File: src/rtl/rob_commit.sv
// In-order ROB retirement stage: retires at most one head entry per cycle,
// driving the register-file write, the victim broadcast back to the
// scheduler, the store handshake toward the LSQ, mispredict flush and halt.
// Tags are 1-based: ROB index i maps to tag i+1, tag 0 means "none".
module rob_commit #(
  parameter int unsigned ROB_SIZE = 16,
  parameter int unsigned REG_BITS = 5,
  parameter int unsigned DATA_W   = 32
) (
  input  logic                clk,
  input  logic                reset,
  input  int                  rob_count,
  input  logic                head_ready,
  input  logic [REG_BITS-1:0] head_rd,
  input  logic [DATA_W-1:0]   head_value,
  input  logic                head_is_store,
  input  logic                head_is_ecall,
  input  logic                head_mispredict,
  input  logic [DATA_W-1:0]   head_target,
  input  logic                st_ack,
  output int                  rob_head,
  output logic                rob_pop,
  output logic                st_req,
  output logic                rf_we,
  output logic [REG_BITS-1:0] rf_waddr,
  output logic [DATA_W-1:0]   rf_wdata,
  output logic [REG_BITS-1:0] victim_regstr,
  output logic [DATA_W-1:0]   victim_value,
  output int                  victim_tag,
  output logic                flush,
  output logic [DATA_W-1:0]   redirect_pc,
  output logic                halt
);

  localparam int unsigned IDX_W = (ROB_SIZE > 1) ? $clog2(ROB_SIZE) : 1;
  localparam logic [IDX_W-1:0] HEAD_LAST = IDX_W'(ROB_SIZE - 1);

  typedef enum logic [1:0] {
    RUN        = 2'd0,
    STORE_WAIT = 2'd1,
    HALT       = 2'd2
  } state_t;

  state_t           state;
  logic [IDX_W-1:0] head_q;
  logic [IDX_W-1:0] head_inc;
  logic             commit_ok;
  logic             rd_valid;

  // Head may retire only while running, non-empty, ready and not in a flush cycle.
  assign commit_ok = (state == RUN) && (rob_count > 0) && head_ready && !flush;

  // Non-store heads retire immediately; a store retires on the cycle its ack arrives.
  assign rob_pop = (commit_ok && !head_is_store) || ((state == STORE_WAIT) && st_ack);

  // Head pointer advance with wrap from the last entry back to zero.
  assign head_inc = (head_q == HEAD_LAST) ? '0 : head_q + IDX_W'(1);

  // Stores never write the register file even if a stale rd is presented.
  assign rd_valid = (head_rd != '0) && !head_is_store;

  assign rob_head = int'({{(32 - IDX_W){1'b0}}, head_q});

  // Retirement state machine and all registered retire outputs.
  always_ff @(posedge clk or posedge reset) begin
    if (reset) begin
      state         <= RUN;
      head_q        <= '0;
      st_req        <= 1'b0;
      rf_we         <= 1'b0;
      rf_waddr      <= '0;
      rf_wdata      <= '0;
      victim_regstr <= '0;
      victim_value  <= '0;
      victim_tag    <= 0;
      flush         <= 1'b0;
      redirect_pc   <= '0;
      halt          <= 1'b0;
    end else begin
      // Single-cycle pulses default low every cycle.
      rf_we         <= 1'b0;
      rf_waddr      <= '0;
      rf_wdata      <= '0;
      victim_regstr <= '0;
      victim_value  <= '0;
      victim_tag    <= 0;
      flush         <= 1'b0;
      redirect_pc   <= '0;

      case (state)
        RUN: begin
          if (commit_ok && head_is_store) begin
            state  <= STORE_WAIT;
            st_req <= 1'b1;
          end
        end
        STORE_WAIT: begin
          if (st_ack) begin
            state  <= RUN;
            st_req <= 1'b0;
          end
        end
        HALT: begin
          st_req <= 1'b0;
        end
        default: begin
          state  <= RUN;
          st_req <= 1'b0;
        end
      endcase

      if (rob_pop) begin
        head_q     <= head_mispredict ? '0 : head_inc;
        victim_tag <= rob_head + 1;
        if (rd_valid) begin
          rf_we         <= 1'b1;
          rf_waddr      <= head_rd;
          rf_wdata      <= head_value;
          victim_regstr <= head_rd;
          victim_value  <= head_value;
        end
        if (head_mispredict) begin
          flush       <= 1'b1;
          redirect_pc <= head_target;
        end
        if (head_is_ecall) begin
          halt  <= 1'b1;
          state <= HALT;
        end
      end
    end
  end

endmodule

File: config.mk
export PLATFORM = sky130hd
export DESIGN_NAME = rob_commit
export DESIGN_NICKNAME = d
export VERILOG_FILES = /design/src/rtl/rob_commit.sv
export SDC_FILE = /design/constraint.sdc
export NUM_CORES = 1
export LEC_CHECK = 0
export BUFFER_PORTS_ARGS = -buffer_cell sky130_fd_sc_hd__buf_2
export CORE_AREA = 2 2 110 112
export DETAILED_ROUTE_END_ITERATION = 10
export DIE_AREA = 0 0 112 114
export MAX_ROUTING_LAYER = met4
export PLACE_DENSITY = 0.66
export SKIP_CTS_REPAIR_TIMING = 1
export SLEW_MARGIN = 20
export SYNTH_ARGS = -nofsm -noshare
export SYNTH_HDL_FRONTEND = slang
export SYNTH_SLANG_ARGS = --single-unit
File: constraint.sdc
create_clock -name clk -period 4.35 [get_ports clk]
set_input_delay 0.87 -clock clk [delete_from_list [all_inputs] [get_ports clk]]
set_output_delay 0.87 -clock clk [all_outputs]
set_load 0.05 [all_outputs]
Word-level counts from Yosys, hierarchy flattened
Cells that the tools add are included.

cells by class
  add/subtract/negate cells = 2
  bitwise operators = 0
  equal/unequal tests = 5
  multiplexer cells = 21
  divide/modulo/power cells = 0
  shift-type cells = 0
  order comparisons = 1
  $mul = 0
  reduce and logical (&&, ||, !) cells = 14

operators by type and width
  operator             count
  $mux 32              4
  $gt 32x1->1 const B  1
  $mux 5               3
  $mux 2               4
  $mux 4               2
  $logic_and 1x1->1    7
  $mux 1               6
  $pmux 2 s3           1
  $add 4x1->5 const B  1
  $reduce_bool 5->1    1
  $add 4x1->4 const B  1
  $eq 4x4->1 const B   1
  $reduce_and 2->1     2
  $eq 2x1->1 const B   1
  $eq 2x2->1 const B   1
  $logic_not 1->1      2
  $logic_not 2->1      1
  $ne 2x1->1 const B   1
  $ne 2x2->1 const B   1
  $pmux 1 s2           1
  $logic_or 1x1->1     1

storage, ports and cells
  memory bits (read-only) = 0
  output and inout port bits = 175
  RAM bits = 0
  word-level logic and storage cells = 53
  flip-flop bits (word level) = 111
  input bits = 108
  latch bits = 0
  memories kept = 0

Logic depth before layout (Yosys ltp)
  word-level depth = 9
  gate-level depth with buffers = 7
  depth with buffers taken out = 6

Worst setup path after synthesis
Ideal clock, no wire load.

  kind = input port to output port
  start = input rob_count[19] (netlist bit)
  end = output rob_pop
  path buffers = 1
  setup slack = 1613 ps
  data arrival time = 1867 ps
  cell stages on the path = 6
  data required time = 3480 ps
  path through = nor4_1 -> nand4_1 -> o211ai_2 -> and2_4 -> buf_12 -> inv_6

on the way
  cells in the longest elaborated chain, start to end = 6

ends and longest elaborated chain
  item                            RTL line  text
  from (decl)                     12        input int rob_count,
  $gt 32x1->1                     51        assign commit_ok = (state == RUN) && (rob_count > 0) && head_ready && !flush;
  $logic_and 1x1->1 (3 in a row)  51
  $logic_and 1x1->1               54        assign rob_pop = (commit_ok && !head_is_store) || ((state == STORE_WAIT) && st_ack);
  $logic_or 1x1->1                54
  to (decl)                       22        output logic rob_pop,

Every way passes these cells.

Worst setup path in the final report
  start = input rob_count[18] (netlist bit)
  end = output rob_pop

The elaborated chain is that of the path after synthesis.

==> metrics.md <==
| Metric | Value |
|---|---|
| Worst vdd rail ir drop | `242 µV` |
| Number of enable flip-flop cells after synthesis | `0` |
| Clock insertion delay at the later pin of the skew report | `0.33 ns` |
| Static Leak | `roughly 2.9 nW` |
| DIE AREA | `12800 µm²` |
| Commonest non-fill, non-tap cell in the layout | `buf_2` |
| YS warnings | `0` |
| Slowest cell on crit path | `o211ai_2` |
| Ys async rst share | `1.00` |
| Syn Inst Count | `307` |
| Final Hold Viols | `0` |
| # diodes | `0` |
| CP Class | `input port to primary output` |
| Chip Height | `114 µm` |
| FP Rows | `40` |
| Final ANT Viol Nets | `0` |
| Post-synthesis sequential area ratio | `0.580` |
| Post-Syn Area | `3630 µm²` |
| Crit-path most repeated cell | `buf_2` |
| Drt first pass iters | `4` |
| Worst R2R Setup Slack | `2.39 ns` |
| Adder-cell area share of the yosys netlist | `0.00345` |
| Largest net degree at the start of global routing | `roughly 60` |
| First-pass GRT wire length | `roughly 13000 µm` |
| CTS buffer count | `9` |
| # Max-Cap Violations | `0` |
| Max clock buf depth | `2` |
| Worst stage delay on the critical path | `0.36 ns` |
| Core Region | `~12000 µm²` |
| # DRC | `0` |
| Final Max Slew Viols | `0` |
| Simple-Gate Fraction of Synth Area | `0.165` |
| Synth Register Bits | `84` |
| Period Utilization, post-route | `0.737` |
| Hold crit path type | `flip-flop to flip-flop` |
| Detailed Route Iter0 Violations | `140` |
| Port bufs | `227` |
| Total grt overflow | `0` |
| Startpoint Class | `input port` |
| # setup viols final | `0` |
| Vias | `2633` |
| CTS H-tree lvls | `3` |
| Worst slew pin tran | `0.715 ns` |
| CP max FO | `8` |
| CP Data Required Time | `3.48 ns` |
| CTS Sinks | `84` |
| Final hold slack | `approximately 0.45 ns` |
| P&R area growth vs syn | `31.1%` |
| RSZ-0062 raised after global routing | `false` |
| Nets | `610` |
| Share of cells above drive strength 1 | `0.494` |
| DIE WIDTH | `between 100 and 150 µm` |
| Largest family of logic cells by synthesized area | `buffers and inverters` |
| CP Capture Type | `primary output` |
| Fmax | `0.312 GHz` |
| Inst Count DP | `637` |
| Crit-path cells | `buf_2 > nor4_1 > nand4_1 > o211ai_2 > and2_4 > inv_6 > buf_2` |
| Post-synthesis mux area share | `0.00414` |
| DRT Wirelength | `8800 µm` |
| Synth Area in XOR/XNOR | `0` |
| Clk_skew | `0.00827 ns` |
| Vias per Instance | `4.03` |
| PwrDens | `510 nW/µm²` |
| Commonest register cell after synthesis | `dfrtp_1` |
| Commonest non-fill, non-tap cells in the layout | `227 x buf_2, 84 x dfrtp_1, 67 x and2_1, 55 x conb_1, 9 x clkbuf_16` |
| Ports | `283` |
| Outcome | `completed` |
| Post-route insts no fill | `approximately 650` |
| Netlist cell types | `34` |
| Routed len/inst | `approximately 13 µm` |
| Initial Util | `0.310` |
| Clock slew at reported path FFs | `about 0.050 ns` |
| Rel. slew slack | `0.523` |
| Placer Congestion | `a little over 0.8` |
| Setup TNS | `0 ns` |
| Tmin final | `3.20 ns` |
| Root Buffer | `clkbuf_16` |
| Avg Inst Size Synth | `11.8 µm²` |
| DP HPWL | `6860 µm` |
| Compound-Gate Fraction of Synth Area | `0.0345` |
| GRT Total Usage | `0.138` |
| Initial antenna violation count | `0` |
| Vias in the first global route | `2506` |
| Crit path arrival time | `between 2 and 2.5 ns` |
| CTS tree | `done` |
==> cell type report <==
class	count	area (µm²)
multi-input combinational	170	975
timing repair buffer	228	1140
sequential	84	2100
clock inverter	4	73.8
inverter	8	37.5
tap	147	184
fill	1128	6960
clock buffer	12	236
==> critical path, delay by kind of cell <==
family / cells / cell delay, ns
AO/OA/AOI/OAI: 1 / 0.36
AND/OR/NAND/NOR: 3 / 0.74
buffers and inverters: 3 / 0.37
==> flip-flops by register name, indices dropped and copies added (netlist names), 2 cells and up <==
name,flops
redirect_pc,32
victim_value,32
victim_regstr,5
victim_tag,5
head_q,4
state,2
==> path summary, 6_finish.rpt <==
kind	start	to	depth (start not counted)
max reg2reg	state[1]	victim_value[12]	4
max in group asynchronous	reset	redirect_pc[4]	3
max	rob_count[18]	rob_pop	7
min	halt	halt	1
min reg2reg	halt	halt	1
min in group asynchronous	reset	victim_value[9]	2
==> per-stage QoR <==
stage / setup WS, ns / total power [W] / utilization / instance area, µm²
floorplan: 1.31 / 0.00153 / - / 3830
finish: 1.15 / 0.00242 / 0.406 / 4750
global route: 1.01 / 0.00254 / 0.406 / 4750
detailed placement: 1.21 / 0.00164 / 0.378 / 4430
global placement: 1.21 / 0.00163 / 0.378 / 4430
CTS: 1.20 / 0.00245 / 0.404 / 4740
==> cells in the mapped netlist (2+ instances only) <==
| cell | count | area (µm²) |
|---|---|---|
| clkbuf_1 | 4 | 15.0 |
| o32ai_1 | 2 | 17.5 |
| nand4_1 | 2 | 12.5 |
| and2_1 | 67 | 419 |
| inv_1 | 7 | 26.3 |
| buf_2 | 2 | 10.0 |
| dfrtp_1 | 84 | 2100 |
| nand2b_1 | 3 | 18.8 |
| nor2_1 | 3 | 11.3 |
| nand3_1 | 2 | 10.0 |
| nor4_1 | 8 | 50.1 |
| o21ai_0 | 2 | 10.0 |
| buf_4 | 92 | 691 |
| and3_1 | 4 | 25.0 |
| nand2_1 | 2 | 7.51 |
| a21oi_1 | 4 | 20.0 |
| a21o_1 | 2 | 15.0 |
==> cell families after synthesis <==
family          Yosys count
buf+inv                 107
flops                    84
fa+ha+maj                 1
compound gates           17
other cells               1
mux                       1
simple gates             96
==> report_power, final <==
| part | internal, W | switching, W |
|---|---|---|
| clock network | 0.000504 | 0.000296 |
| logic | 0.000155 | 0.000566 |
| registers | 0.000852 | 0.0000503 |
| total | 0.00151 | 0.000912 |
==> per-layer routing <==
metal / track usage / vias to the layer above / share of wire
met5: - / - / 0
met4: 0.0585 / 0 / 0.018
met3: 0.0484 / 10 / 0.10
met2: 0.229 / 156 / 0.51
met1: 0.151 / 1245 / 0.37
li1: - / 1222 / -
No activity file was read; power rests on OpenSTA's default activity.
